===== src/rtl/tlul_host_arbiter.sv =====
// Round-robin arbiter multiplexing several TL-UL hosts onto one device port,
// with at most one transaction outstanding on the device side.
package tlul_pkg;

   typedef struct packed {
      logic        a_valid;
      logic [2:0]  a_opcode;
      logic [2:0]  a_param;
      logic [1:0]  a_size;
      logic [7:0]  a_source;
      logic [31:0] a_address;
      logic [3:0]  a_mask;
      logic [31:0] a_data;
      logic        d_ready;
   } tl_h2d_t;

   typedef struct packed {
      logic        d_valid;
      logic [2:0]  d_opcode;
      logic [2:0]  d_param;
      logic [1:0]  d_size;
      logic [7:0]  d_source;
      logic        d_sink;
      logic [31:0] d_data;
      logic        d_error;
      logic        a_ready;
   } tl_d2h_t;

endpackage

module tlul_host_arbiter #(
   parameter int unsigned NumHosts = 3,
   parameter int unsigned HostIdxW = $clog2(NumHosts)
) (
   input  logic              clk_i,
   input  logic              rst_ni,
   input  tlul_pkg::tl_h2d_t tl_h_i [NumHosts],
   output tlul_pkg::tl_d2h_t tl_h_o [NumHosts],
   output tlul_pkg::tl_h2d_t tl_d_o,
   input  tlul_pkg::tl_d2h_t tl_d_i,
   output logic [NumHosts-1:0] grant_o,
   output logic              busy_o
);

   localparam logic [1:0] IDLE = 2'd0;
   localparam logic [1:0] ADDR = 2'd1;
   localparam logic [1:0] RESP = 2'd2;

   logic [1:0]          state_q, state_d;
   logic [HostIdxW-1:0] grant_q, grant_d;
   logic [HostIdxW-1:0] rr_ptr_q, rr_ptr_d;
   logic [HostIdxW-1:0] next_ptr;
   logic [HostIdxW-1:0] win_idx;
   logic [HostIdxW-1:0] cand_idx;
   logic                win_found;
   int unsigned         cand;
   logic                a_hs, d_hs;
   tlul_pkg::tl_d2h_t   rsp;

   // First requester at or after rr_ptr_q, walking the hosts cyclically.
   always_comb begin
      win_found = 1'b0;
      win_idx   = '0;
      cand      = 0;
      cand_idx  = '0;
      for (int unsigned k = 0; k < NumHosts; k++) begin
         cand = int'(rr_ptr_q) + k;
         if (cand >= NumHosts) cand = cand - NumHosts;
         cand_idx = HostIdxW'(cand);
         if (!win_found && tl_h_i[cand_idx].a_valid) begin
            win_found = 1'b1;
            win_idx   = cand_idx;
         end
      end
   end

   assign next_ptr = (int'(grant_q) == NumHosts - 1) ? '0 : grant_q + 1'b1;
   assign a_hs     = tl_h_i[grant_q].a_valid && tl_d_i.a_ready;
   assign d_hs     = tl_d_i.d_valid && tl_h_i[grant_q].d_ready;

   always_comb begin
      state_d  = state_q;
      grant_d  = grant_q;
      rr_ptr_d = rr_ptr_q;
      case (state_q)
         IDLE: begin
            if (win_found) begin
               state_d = ADDR;
               grant_d = win_idx;
            end
         end
         ADDR: begin
            if (a_hs) begin
               if (d_hs) begin
                  state_d  = IDLE;
                  grant_d  = '0;
                  rr_ptr_d = next_ptr;
               end else begin
                  state_d = RESP;
               end
            end
         end
         RESP: begin
            if (d_hs) begin
               state_d  = IDLE;
               grant_d  = '0;
               rr_ptr_d = next_ptr;
            end
         end
         default: begin
            state_d = IDLE;
            grant_d = '0;
         end
      endcase
   end

   always_ff @(posedge clk_i or negedge rst_ni) begin
      if (!rst_ni) begin
         state_q  <= IDLE;
         grant_q  <= '0;
         rr_ptr_q <= '0;
      end else begin
         state_q  <= state_d;
         grant_q  <= grant_d;
         rr_ptr_q <= rr_ptr_d;
      end
   end

   // A-channel passes through only in ADDR; D-channel stays routed until the D handshake.
   always_comb begin
      tl_d_o  = '0;
      grant_o = '0;
      for (int unsigned i = 0; i < NumHosts; i++) tl_h_o[i] = '0;
      rsp         = tl_d_i;
      rsp.a_ready = 1'b0;
      if (state_q == ADDR) begin
         tl_d_o      = tl_h_i[grant_q];
         rsp.a_ready = tl_d_i.a_ready;
      end
      if (state_q != IDLE) begin
         tl_d_o.d_ready   = tl_h_i[grant_q].d_ready;
         tl_h_o[grant_q]  = rsp;
         grant_o[grant_q] = 1'b1;
      end
   end

   assign busy_o = (state_q != IDLE);

endmodule


===== config.mk =====
export PLATFORM = sky130hd
export DESIGN_NAME = tlul_host_arbiter
export DESIGN_NICKNAME = d
export VERILOG_FILES = /design/src/rtl/tlul_host_arbiter.sv
export SDC_FILE = /design/constraint.sdc
export NUM_CORES = 1
export LEC_CHECK = 0
export BUFFER_PORTS_ARGS = -buffer_cell sky130_fd_sc_hd__buf_4
export CORE_AREA = 2 2 218 220
export DETAILED_ROUTE_END_ITERATION = 6
export DIE_AREA = 0 0 220 222
export GPL_ROUTABILITY_DRIVEN = 0
export GPL_TIMING_DRIVEN = 0
export MAX_ROUTING_LAYER = met4
export SYNTH_ARGS = -nofsm -noshare
export SYNTH_HDL_FRONTEND = slang
export SYNTH_SLANG_ARGS = --single-unit

===== constraint.sdc =====
create_clock -name clk_i -period 5.3 [get_ports clk_i]
set_input_delay 0.53 -clock clk_i [delete_from_list [all_inputs] [get_ports clk_i]]
set_output_delay 0.53 -clock clk_i [all_outputs]
set_load 0.1 [all_outputs]

==> impl_metrics.ini <==
[drt]
dr_total_vias = 6611
avgViaCountPerCell = 3.70
ant_nets = 0
drt_first_pass_iters = 5
drtIter0Drc = 226
drc = 0
routedWlPerCell_um = 18.3
finalWirelength_mm = 32.8

[critical_path]
arrival_ns = 3.15
crit_path_end = tl_h_o[8]
regToRegSetupSlack_ns = 3.20
crit_chain = inv_1 > ha_1 > clkbuf_1 > nor3_1 > clkbuf_1 > and2_1 > buf_4
crit_path_max_incr_delay_ns = 0.88
r2r_start = state_q[1]
crit_path_top_delay_cell = nor3_1
crit_type = reg -> out
worstReg2RegEnd = state_q[0]
crit_path_end_kind = primary output
rr_worst_depth = 7
critPathLaunchType = register
critical_path_required_ns = 4.77
crit_fanout = 10
crit_start = state_q[1]
path_common_cell = clkbuf_1

[logic_synthesis]
synth-adder-area-share_pct = 2.31
synth.yosys.seq_area_share_pct = 4.07
synth_top_family_by_area = simple AND/OR/NAND/NOR gates
synth-simple-area-share_pct = 46.4
synth_top_area_share_pct = 26.1
ys_warn_count = 0
synth-compound-area-share_pct = 15.6
postSynthAreaPerCell_sq_um = 6.01
synth-xor-area-share_pct = 0
syn_inst = 614
syn-num-nets = 932
synthDistinctLibCells = 37
synth_area_sq_mm = 0.00369
synth-seq-cells = 6
yosys.area.top_type = and2_1
synth.mux.area_fraction_pct = 24.8
synthTopCellsByArea = and2_1, mux2i_1, nor2_1

[timing]
slew_viol_final = 0
max_freq_mhz = 272
slew-limit-headroom_pct = 26.8
setup_ws_ns = 1.62
rsz0062_at_grt = false
tns_ns = 0
tightest_slew_ns = 1.09
fin_crit_sh_pct = 69.5
setup_viol = 0
layout_min_cycle_time_ns = 3.68
finalClockSkew_ns = 0.00179
finalHoldViolCount = 0

[global_routing]
antenna_found_initial = 8
grt_max_degree = 11
track_usage_pct = 12.4
overflow = 0
grt_pass1_vias = 6401
grt_pass1_wl_mm = 42.4

[clock_network]
clockRootBuffer = clkbuf_16
clk_path_buf_depth = 2
clk_pin_slew_ns = 0.03
cts_tree = done
htree_levels = 1
worstSkewPairLatency_ns = 0.23
cts_hold_buffers = 0
ctsResizeCount = 0
numCtsBuffers = 3
cts_sinks = 6
cts_setup_buffers = 0

[placed_design]
portBuffers = 557
hpwl_mm = 28.7
pre_cts_slack_ns = 1.85

[finish]
finalNetCount = 1494
syn_to_final_growth_pct = 137
drive_above_1_share_pct = 49.3

[flow_run]
maxCapViolations = 0

[floorplan]
core_sq_mm = 0.0463
die_y_um = 222
die_w_um = 220
initial_core_util_pct = 7.97
row_count = 79
num_io_pins = 558
die_area_sq_mm = 0.0488

[min_path]
hp-class = in -> async

[outcome]
status = complete, no violations
## worst max-delay path, delay by kind of cell, from the launching register on
family / cells / cell delay (ns)
flops: 1 / 0.38
buf+inv: 4 / 1.23
fa+ha+maj: 1 / 0.19
simple gates: 2 / 1.11
## synth_stat cells (all sizes together)
library cell,number
a211oi,2
a21boi,1
a21o,1
a21oi,89
a221oi,1
a22oi,2
and2,155
and3,3
buf,26
clkbuf,28
dfrtp,6
ha,6
inv,9
maj3,1
mux2,2
mux2i,89
nand2,5
nand2b,1
nand3,4
nand3b,1
nor2,170
nor3,3
o2111ai,1
o211ai,1
o21a,2
o21ai,2
o221a,1
o31ai,1
or4b,1
## registers in the layout (all words and copies together) (netlist names)
register,cells
rr_ptr_q,2
state_q,2
grant_q,2
## through the flow
step           hold WS [ns]  area, sq um  util [%]  instances
6_report              0.107         8720      18.9       1789
5_1_grt               0.107         8720      18.8       1787
4_1_cts               0.108         8700      18.8       1781
3_5_place_dp          0.349         8630      18.7       1778
3_3_place_gp          0.344         8630      18.7       1778
2_1_floorplan         0.234         3690         -        614
## how the worst min path moves through the flow
stage	cells after the start	endpoint	slack, ns	start
CTS	1	grant_q[1]	0.11	rst_ni
floorplan	0	grant_q[0]	0.23	rst_ni
global placement	1	rr_ptr_q[0]	0.34	rst_ni
global route	1	grant_q[1]	0.11	rst_ni
detailed placement	1	rr_ptr_q[0]	0.35	rst_ni
finish	1	grant_q[1]	0.11	rst_ni
## cell type report
class | instances | area, sq um
fillers | 5270 | 37500
diodes | 8 | 20.0
well taps | 607 | 759
flip-flops and latches | 6 | 150
inverters | 9 | 33.8
multi-input cells | 545 | 3280
plain buffers | 54 | 220
clock buffers | 3 | 75.1
repair buffers | 557 | 4180
## layer usage
metal	up-vias	GRT usage [%]	routed length [um]
met5	-	-	0
met4	0	5.63	1510
met3	52	2.03	2470
met2	415	22.9	16800
met1	2993	12.7	12000
li1	3151	-	-
## cells in the final DEF (no fill, tap or decap), types with 8 or more instances in the layout
cell      netlist  routed
a21oi_1        89      89
clkbuf_1       28      28
buf_1          14      14
and2_1        154     154
diode_2         0       8
buf_4           1     558
nor2_1        170     170
buf_2          11      11
inv_1           8       8
mux2i_1        89      89
## kinds of logic (layout without fill, tap and decap cells)
family | after synthesis | in the layout
buffers and inverters | 63 | 623
adder cells (fa/ha/maj) | 7 | 7
other | 0 | 8
multiplexers | 91 | 91
AO/OA/AOI/OAI | 104 | 104
flip-flops | 6 | 6
AND/OR/NAND/NOR | 343 | 343
Power is not shown: default switching activity piles up to over one toggle a cycle in this logic, so the estimate is an artifact.
